$ cat config.mk
export PLATFORM = sky130hd
export DESIGN_NAME = regfile_access_ctrl_flat
export DESIGN_NICKNAME = d
export VERILOG_FILES = /design/src/rtl/regfile_access_ctrl_if.sv /design/src/rtl/regfile_access_ctrl.sv /design/src/flat_wrapper.sv
export SDC_FILE = /design/constraint.sdc
export NUM_CORES = 1
export LEC_CHECK = 0
export CAP_MARGIN = 20
export CORE_MARGIN = 4
export CORE_UTILIZATION = 38
export CTS_CLUSTER_SIZE = 20
export DETAILED_ROUTE_END_ITERATION = 10
export PLACE_DENSITY = 0.75
export SLEW_MARGIN = 40
export SYNTH_ARGS = -nofsm -noshare
export SYNTH_HDL_FRONTEND = slang
export SYNTH_SLANG_ARGS = --single-unit
$ cat constraint.sdc
create_clock -name CLK -period 1.4 [get_ports CLK]
set_clock_uncertainty 0.05 [all_clocks]
set_input_delay 0.28 -clock CLK [delete_from_list [all_inputs] [get_ports CLK]]
set_output_delay 0.28 -clock CLK [all_outputs]
set_load 0.005 [all_outputs]
$ cat src/rtl/regfile_access_ctrl_if.sv
// Host-side command and response channels for regfile_access_ctrl.
// Master is the host; slave is the controller.
interface regfile_access_ctrl_if #(
  parameter int WIDTH  = 16,
  parameter int ADDR_W = 3
);
  logic              req_valid;
  logic              req_ready;
  logic              req_write;
  logic [ADDR_W-1:0] req_addr;
  logic [ADDR_W-1:0] req_len;
  logic [WIDTH-1:0]  req_wdata;
  logic              rsp_valid;
  logic              rsp_ready;
  logic [WIDTH-1:0]  rsp_data;
  logic              rsp_last;

  modport master (
    output req_valid, req_write, req_addr,
    output req_len, req_wdata, rsp_ready,
    input  req_ready, rsp_valid, rsp_data, rsp_last
  );

  modport slave (
    input  req_valid, req_write, req_addr,
    input  req_len, req_wdata, rsp_ready,
    output req_ready, rsp_valid, rsp_data, rsp_last
  );
endinterface

$ cat src/rtl/regfile_access_ctrl.sv
// Register-file initiator: single-beat writes and wrapping read bursts.
// Every output is registered from the next-state decode.
module regfile_access_ctrl #(
  parameter int WIDTH  = 16,
  parameter int DEPTH  = 8,
  parameter int ADDR_W = 3
) (
  input  logic              CLK,
  input  logic              RST,
  regfile_access_ctrl_if.slave host,
  output logic              err,
  output logic              busy,
  output logic              WrEn,
  output logic              RdEn,
  output logic [ADDR_W-1:0] Address,
  output logic [WIDTH-1:0]  WrData,
  input  logic [WIDTH-1:0]  RdData
);

  typedef enum logic [2:0] {
    IDLE,
    WRITE,
    RD_ISSUE,
    RD_WAIT,
    RD_RESP
  } state_t;

  localparam logic [ADDR_W:0] LP_DEPTH =
    (ADDR_W+1)'(DEPTH);
  localparam logic [ADDR_W-1:0] LP_LAST =
    ADDR_W'(DEPTH - 1);
  localparam logic [ADDR_W-1:0] LP_ONE =
    ADDR_W'(1);

  state_t            r_state;
  logic [ADDR_W-1:0] r_addr;
  logic [ADDR_W-1:0] r_len;
  logic [WIDTH-1:0]  r_wdata;
  logic              r_req_ready;
  logic              r_rsp_valid;
  logic [WIDTH-1:0]  r_rsp_data;
  logic              r_rsp_last;
  logic              r_err;
  logic              r_busy;
  logic              r_wr_en;
  logic              r_rd_en;
  logic [ADDR_W-1:0] r_address;
  logic [WIDTH-1:0]  r_wr_data;

  state_t            w_nstate;
  logic [ADDR_W-1:0] w_addr;
  logic [ADDR_W-1:0] w_len;
  logic [WIDTH-1:0]  w_wdata;
  logic              w_rsp_valid;
  logic [WIDTH-1:0]  w_rsp_data;
  logic              w_rsp_last;
  logic              w_err;
  logic [ADDR_W-1:0] w_address;
  logic [WIDTH-1:0]  w_wr_data;
  logic              w_accept;
  logic              w_bad;

  assign w_accept = r_req_ready && host.req_valid;
  assign w_bad    = {1'b0, host.req_addr} >= LP_DEPTH;

  // Next state, latched command and next value of every output.
  always_comb begin
    w_nstate    = r_state;
    w_addr      = r_addr;
    w_len       = r_len;
    w_wdata     = r_wdata;
    w_rsp_valid = r_rsp_valid;
    w_rsp_data  = r_rsp_data;
    w_rsp_last  = r_rsp_last;
    w_err       = 1'b0;
    w_address   = r_address;
    w_wr_data   = r_wr_data;
    unique case (r_state)
      IDLE: begin
        if (w_accept) begin
          if (w_bad) begin
            w_err = 1'b1;
          end else begin
            w_addr   = host.req_addr;
            w_len    = host.req_len;
            w_wdata  = host.req_wdata;
            w_nstate = host.req_write ? WRITE
                                      : RD_ISSUE;
          end
        end
      end
      WRITE: w_nstate = IDLE;
      RD_ISSUE: w_nstate = RD_WAIT;
      RD_WAIT: begin
        w_rsp_data  = RdData;
        w_rsp_valid = 1'b1;
        w_rsp_last  = (r_len == '0);
        w_nstate    = RD_RESP;
      end
      RD_RESP: begin
        if (host.rsp_ready) begin
          w_rsp_valid = 1'b0;
          w_rsp_last  = 1'b0;
          if (r_len == '0) begin
            w_nstate = IDLE;
          end else begin
            w_len    = r_len - LP_ONE;
            w_addr   = (r_addr == LP_LAST) ? '0
                     : r_addr + LP_ONE;
            w_nstate = RD_ISSUE;
          end
        end
      end
      default: w_nstate = IDLE;
    endcase
    if (w_nstate == WRITE ||
        w_nstate == RD_ISSUE) begin
      w_address = w_addr;
    end
    if (w_nstate == WRITE) begin
      w_wr_data = w_wdata;
    end
  end

  // State, command latches and registered outputs.
  always_ff @(posedge CLK or negedge RST) begin
    if (!RST) begin
      r_state     <= IDLE;
      r_addr      <= '0;
      r_len       <= '0;
      r_wdata     <= '0;
      r_req_ready <= 1'b0;
      r_rsp_valid <= 1'b0;
      r_rsp_data  <= '0;
      r_rsp_last  <= 1'b0;
      r_err       <= 1'b0;
      r_busy      <= 1'b0;
      r_wr_en     <= 1'b0;
      r_rd_en     <= 1'b0;
      r_address   <= '0;
      r_wr_data   <= '0;
    end else begin
      r_state     <= w_nstate;
      r_addr      <= w_addr;
      r_len       <= w_len;
      r_wdata     <= w_wdata;
      r_req_ready <= (w_nstate == IDLE);
      r_rsp_valid <= w_rsp_valid;
      r_rsp_data  <= w_rsp_data;
      r_rsp_last  <= w_rsp_last;
      r_err       <= w_err;
      r_busy      <= (w_nstate != IDLE);
      r_wr_en     <= (w_nstate == WRITE);
      r_rd_en     <= (w_nstate == RD_ISSUE);
      r_address   <= w_address;
      r_wr_data   <= w_wr_data;
    end
  end

  assign host.req_ready = r_req_ready;
  assign host.rsp_valid = r_rsp_valid;
  assign host.rsp_data  = r_rsp_data;
  assign host.rsp_last  = r_rsp_last;
  assign err            = r_err;
  assign busy           = r_busy;
  assign WrEn           = r_wr_en;
  assign RdEn           = r_rd_en;
  assign Address        = r_address;
  assign WrData         = r_wr_data;

endmodule

$ cat src/flat_wrapper.sv
// flat-port wrapper written by rule: the top's interface ports become plain ports
module regfile_access_ctrl_flat 
#(
  parameter int WIDTH  = 16,
  parameter int DEPTH  = 8,
  parameter int ADDR_W = 3
)
  (CLK, RST, err, busy, WrEn, RdEn, Address, WrData, RdData, host_req_valid, host_req_write, host_req_addr, host_req_len, host_req_wdata, host_rsp_ready, host_req_ready, host_rsp_valid, host_rsp_data, host_rsp_last);
  regfile_access_ctrl_if #(.WIDTH(WIDTH), .ADDR_W(ADDR_W)) host_i ();
  input  logic CLK;
  input  logic RST;
  output logic err;
  output logic busy;
  output logic WrEn;
  output logic RdEn;
  output logic [ADDR_W-1:0] Address;
  output logic [WIDTH-1:0] WrData;
  input  logic [WIDTH-1:0] RdData;
  input wire logic [$bits(host_i.req_valid)-1:0] host_req_valid;
  input wire logic [$bits(host_i.req_write)-1:0] host_req_write;
  input wire logic [$bits(host_i.req_addr)-1:0] host_req_addr;
  input wire logic [$bits(host_i.req_len)-1:0] host_req_len;
  input wire logic [$bits(host_i.req_wdata)-1:0] host_req_wdata;
  input wire logic [$bits(host_i.rsp_ready)-1:0] host_rsp_ready;
  output wire logic [$bits(host_i.req_ready)-1:0] host_req_ready;
  output wire logic [$bits(host_i.rsp_valid)-1:0] host_rsp_valid;
  output wire logic [$bits(host_i.rsp_data)-1:0] host_rsp_data;
  output wire logic [$bits(host_i.rsp_last)-1:0] host_rsp_last;
  assign host_i.req_valid = host_req_valid;
  assign host_i.req_write = host_req_write;
  assign host_i.req_addr = host_req_addr;
  assign host_i.req_len = host_req_len;
  assign host_i.req_wdata = host_req_wdata;
  assign host_i.rsp_ready = host_rsp_ready;
  assign host_req_ready = host_i.req_ready;
  assign host_rsp_valid = host_i.rsp_valid;
  assign host_rsp_data = host_i.rsp_data;
  assign host_rsp_last = host_i.rsp_last;
  regfile_access_ctrl #(.WIDTH(WIDTH), .DEPTH(DEPTH), .ADDR_W(ADDR_W)) u_core (.CLK(CLK), .RST(RST), .host(host_i), .err(err), .busy(busy), .WrEn(WrEn), .RdEn(RdEn), .Address(Address), .WrData(WrData), .RdData(RdData));
endmodule
==> impl_metrics.tcl, run 1 <==
set metrics [dict create \
    status "finished, violations left" \
    violations "setup timing" \
    drt_drc_violations_left 0 \
    dieHeight_um 82.2 \
    clock_latency_ns 0.30 \
    place.gp.congestion 0.796 \
    cts_sinks 50 \
    setup_ws_ns -0.0944 \
    final_nets 313 \
    num_antenna_cells 0 \
    die_w_um 82.2 \
    syn_area_mm2 0.00209 \
    relSlewSlack 0.631 \
    core_mm2 0.00524 \
    rr_endpoint "u_core.r_addr[0]" \
    cts-root-buf "clkbuf_8" \
    ys_seq_area_frac 0.598 \
    grt_usage 0.150 \
    ys.warnings.count 0 \
    ff2ff_setup_slack_ns -0.09 \
    synth-edff-count 0 \
    grt_max_degree 51 \
    wire_per_inst_um 14.7 \
    arrival_ns 1.69 \
    final_cell_mix "dfrtp_1 (48), dlygate4sd2_1 (42), clkdlybuf4s50_1 (39), buf_4 (22), mux2_2 (17)" \
    synth.distinct_cells 33 \
    critical_path.max_fanout 4 \
    port_buffers 83 \
    async_flop_share 1.00 \
    ff2ff_path_depth 6 \
    clk_pin_slew_ns 0.09 \
    htree_levels 2 \
    dieArea_mm2 0.00676 \
    drive_above_1_share 0.363 \
    hp-class "in -> async" \
    power_density_mw_per_mm2 1940 \
    worstSetupEndpoint "u_core.r_addr[0]" \
    num-fill-cells 440 \
    reg2reg_from "u_core.r_state[2]" \
    ioPinCount 85 \
    avgSynthCellArea_um2 14.0 \
    antenna_found_initial 0 \
    num_rows 26 \
    setup.worst_path.start_class "flop" \
    grt_pass1_vias 1594 \
    setup_viol 38 \
    seq_area_mm2 0.00125 \
    cap_viol_max_count 0 \
    finalPower_mw 6.70 \
    power.leakage_nw 1.69 \
    fin_crit_sh 1.07 \
    rsz0062_at_grt "true" \
    ys_ff_latch 50 \
    initial_core_util 0.400 \
    cts_buffers 5 \
    antenna_left 0 \
    first_pass_iters 3 \
    placed_area_mm2 0.00313 \
    tightest_slew_ns 0.554 \
    drt_iter0_markers 54 \
    vias_per_cell 4.67 \
    hold_viol 0 \
    ir_drop_mv 1.08 \
    cts_tree "built" \
    synthesis.nets 197 \
    cts_buffer_depth 2 \
    final_area_mm2 0.00346 \
    synthCells 150 \
    crit_start "u_core.r_state[2]" \
    grt_pass1_wl_um 7600 \
    multiInputGateArea_um2 900 \
    overflow 0 \
    dp_hpwl_um 3480 \
    synth-main-ff-cell "dfrtp_1" \
    clock.fmax_mhz 669 \
    finalWirelength_um 4950 \
    vias 1573 \
    path_class "reg -> reg" \
    mostFrequentLayoutCell "dfrtp_1" \
    period_needed_ns 1.49 \
    area_growth_pct 65.2 \
    required_ns 1.59 \
    slew_violations 0 \
    endpoint_kind "flop" \
]
-- stage by stage --
step | setup WS (ns) | std cells | util | setup TNS [ns] | hold slack (ns)
global placement | -0.453 | 317 | 0.598 | -10.25 | 0.241
global route | -0.186 | 337 | 0.660 | -4.21 | 0.445
floorplan | -0.173 | 150 | - | -2.20 | -0.0656
finish | -0.0944 | 337 | 0.660 | -1.59 | 0.437
detailed placement | -0.462 | 317 | 0.598 | -10.45 | 0.239
CTS | -0.0722 | 335 | 0.641 | -1.16 | 0.439
-- worst min-delay path by stage --
stage               depth (start not counted)  from                 endpoint
global route                                3   RST  u_core.host.rsp_data[8]
global placement                            2   RST    u_core.host.req_ready
detailed placement                          2   RST    u_core.host.req_ready
CTS                                         3   RST  u_core.host.rsp_data[8]
floorplan                                   0   RST        u_core.Address[0]
finish                                      3   RST    u_core.host.req_ready
-- power by group --
group | total, mW | internal (mW) | switching, mW
clock network | 1.03 | 0.542 | 0.489
logic | 3.15 | 2.00 | 1.16
registers | 2.51 | 2.15 | 0.369
total | 6.70 | 4.69 | 2.01
-- cell type report --
class,instances,share of cell area
clock inverters,3,0.0138
clock buffers,5,0.0199
multi-input cells,84,0.260
well taps,70,0.0253
repair buffers,115,0.307
inverters,10,0.0109
flip-flops and latches,50,0.363
-- kinds of logic (layout without fill, tap and decap cells) --
kind of cell             Yosys count  after routing  synth area share
AND/OR/NAND/NOR                   19             21            0.0532
other                              1              1           0.00179
multiplexers                      32             32             0.188
flip-flops                        50             50             0.598
adder cells (fa/ha/maj)            4              4            0.0239
AO/OA/AOI/OAI                     26             26            0.0867
buffers and inverters             18            133            0.0484
-- worst max-delay path, stage by stage, from the launching register on --
cell,delay [ns]
dfrtp_1,0.38
buf_6,0.11
nor3b_4,0.28
buf_6,0.16
nand3_4,0.09
o31ai_4,0.27
a21o_1,0.11
-- timing repair --
action	4_1_cts	5_1_grt
pin swaps	3	7
endpoints found under the hold margin	50	0
hold buffers	1	0
buffers inserted	6	2
cloned	3	0
endpoints found under the setup margin	67	48
gates resized for setup	64	25
-- registers in the layout, indices dropped and copies added, names as in the netlist --
name,cells
u_core.host.rsp_last,1
u_core.r_len,3
u_core.WrData,16
u_core.host.rsp_valid,1
u_core.WrEn,1
u_core.host.req_ready,1
u_core.r_state,3
u_core.Address,3
u_core.host.rsp_data,16
u_core.r_addr,3
u_core.RdEn,1
u_core.busy,1
-- per-layer routing --
metal | GRT usage | vias up | wire, µm
li1 | - | 767 | -
met2 | 0.246 | 54 | 2480
met4 | 0.0432 | 0 | 37
met3 | 0.0542 | 4 | 409
met1 | 0.185 | 748 | 2030
met5 | 0 | - | 0
-- Yosys cell counts, drive strengths merged, types with 2 or more instances --
master / instances / share of area
o31ai: 2 / 0.0072
a31oi: 4 / 0.012
dfrtp: 50 / 0.60
nand3: 3 / 0.0072
a21o: 6 / 0.022
nor2: 2 / 0.0036
nand2: 7 / 0.016
buf: 7 / 0.029
ha: 4 / 0.024
o21ai: 6 / 0.014
inv: 10 / 0.018
mux2: 32 / 0.19
a21oi: 2 / 0.0048
No activity file was read; power rests on OpenSTA's default activity.
==> run 2, diff against run 1 <==
--- a/config.mk
+++ b/config.mk
@@ -10,6 +10,7 @@
 export CORE_UTILIZATION = 38
 export CTS_CLUSTER_SIZE = 20
 export DETAILED_ROUTE_END_ITERATION = 10
+export GPL_TIMING_DRIVEN = 0
 export PLACE_DENSITY = 0.75
 export SLEW_MARGIN = 40
 export SYNTH_ARGS = -nofsm -noshare
==> run 2 against run 1 <==
The run still ends with setup timing left. Global-route usage fell by 0.45 points. Clock power fell by 26%. Critical endpoint is now u_core.WrData[15]. Register-to-register slack got worse by 0.04 ns. Highest routed layer unchanged.
==> impl_metrics.tcl, run 2 (synthesis gave the netlist of run 1 again) <==
set metrics [dict create \
    die_w_um 82.2 \
    finalPower_mw 6.49 \
    vias_per_cell 4.74 \
    drive_above_1_share 0.335 \
    intPower_mw 4.53 \
    port_buffers 83 \
    violations "setup timing" \
    wl_met2_um 2430 \
    p_sw_mw 1.95 \
    drt_drc_violations_left 0 \
    grt_max_degree 35 \
    num_rows 26 \
    vias 1578 \
    met3_length_um 395 \
    setup_ws_ns -0.132 \
    antenna_found_initial 0 \
    cts_tree "built" \
    combPwrFrac 0.492 \
    setup_viol 41 \
    overflow 0 \
    pwr-share-clk 0.118 \
    tns_ns -4.00 \
    cts_sinks 50 \
    dieArea_mm2 0.00676 \
    core_mm2 0.00524 \
    wire_per_inst_um 14.9 \
    grt_usage 0.145 \
    slew_violations 0 \
    required_ns 1.53 \
    area_growth_pct 63.4 \
    final_nets 310 \
    dp_hpwl_um 3310 \
    hp-class "in -> async" \
    cts_buffer_depth 2 \
    clk_pin_slew_ns 0.08 \
    power_density_mw_per_mm2 1900 \
    first_pass_iters 4 \
    clock_latency_ns 0.29 \
    highest_layer "met4" \
    finalWirelength_um 4950 \
    dieHeight_um 82.2 \
    cap_viol_max_count 0 \
    clock.fmax_mhz 653 \
    rsz0062_at_grt "true" \
    setup.worst_path.start_class "flop" \
    mostFrequentLayoutCell "dfrtp_1" \
    initial_core_util 0.400 \
    arrival_ns 1.66 \
    status "finished, violations left" \
    wl_met1_um 2090 \
    holdWs_ns 0.352 \
    hold_viol 0 \
    ir_drop_mv 0.946 \
    endpoint_kind "flop" \
    grt_pass1_wl_um 7420 \
    drt_iter0_markers 66 \
    critical_path.max_fanout 7 \
    fin_crit_sh 1.09 \
    num-fill-cells 425 \
    antenna_left 0 \
    num_antenna_cells 0 \
    htree_levels 2 \
    seq_power_share 0.390 \
    final_cell_mix "dfrtp_1 (48), dlygate4sd2_1 (41), clkdlybuf4s50_1 (40), buf_4 (18)" \
    place.gp.congestion 0.783 \
    cts-root-buf "clkbuf_8" \
    grt_pass1_vias 1543 \
    path_class "reg -> reg" \
    cts_buffers 5 \
    power.leakage_nw 1.66 \
    period_needed_ns 1.53 \
    p_sw_frac 0.301 \
    ioPinCount 85 \
]
run 2: cell count changes in the layout (fill, tap and decap cells not counted), sizes merged:
| cell | previous run | this run |
|---|---|---|
| bufinv | 1 | 0 |
| clkbuf | 6 | 7 |
| clkdlybuf4s50 | 39 | 40 |
| clkinv | 1 | 0 |
| dlygate4sd2 | 42 | 41 |
| inv | 11 | 10 |
| nand2 | 9 | 7 |
run 2: per-layer routing:
| metal | up-vias | GRT usage |
|---|---|---|
| met5 | - | 0 |
| met4 | 0 | 0.0349 |
| met3 | 4 | 0.0553 |
| met2 | 63 | 0.233 |
| met1 | 761 | 0.185 |
| li1 | 750 | - |
run 2: worst paths after layout:
path / slack (ns) / end / startpoint / cells past startpoint
min in group CLK: 0.44 / u_core.Address[2] / u_core.Address[2] / 1
worst min-delay path: 0.35 / u_core.RdEn / RST / 2
max in group asynchronous: 0.49 / u_core.r_state[0] / RST / 3
worst max-delay path: -0.13 / u_core.WrData[15] / u_core.r_state[2] / 5
worst max register to register: -0.13 / u_core.WrData[15] / u_core.r_state[2] / 5
worst min register to register: 0.44 / u_core.Address[2] / u_core.Address[2] / 1
run 2: cell type report:
class	count	area [µm²]	share of cell area
well taps	70	87.6	0.0256
inverters	10	37.5	0.0110
flip-flops and latches	50	1250	0.366
clock buffers	7	76.3	0.0223
plain buffers	6	76.3	0.0223
multi-input cells	82	868	0.254
repair buffers	108	1020	0.298
run 2: through the flow:
stage / utilization / setup WS, ns / cell area (µm²) / std cells
final: 0.653 / -0.132 / 3420 / 333
after global routing: 0.653 / -0.190 / 3420 / 333
after CTS: 0.632 / -0.171 / 3310 / 330
after detailed placement: 0.579 / -0.612 / 3030 / 304
after global placement: 0.576 / -1.50 / 3020 / 303
after floorplan: - / -0.173 / 2100 / 150
run 2: power by group through the flow:
| stage | clock, mW | sequential (mW) | combinational, mW |
|---|---|---|---|
| floorplan | 0 | 2.57 | 1.25 |
| global placement | 0 | 2.52 | 2.79 |
| detailed placement | 0 | 2.56 | 2.84 |
| CTS | 0.803 | 2.50 | 2.94 |
| global route | 0.873 | 2.62 | 3.49 |
| finish | 0.766 | 2.53 | 3.19 |
run 2: critical path: stages (launching register included):
cell and delay (ns):
dfrtp_1 0.40, and3b_2 0.26, and2_4 0.18, nand2_8 0.08
buf_8 0.16, mux2_4 0.30
run 2: timing repair:
item / CTS / global route
gates cloned: 2 / 0
setup buffers: 17 / 5
pin swaps: 5 / 5
resized for setup: 72 / 23
setup endpoints to repair: 73 / 45
hold buffers: 1 / 0
hold endpoints to repair: 16 / 0
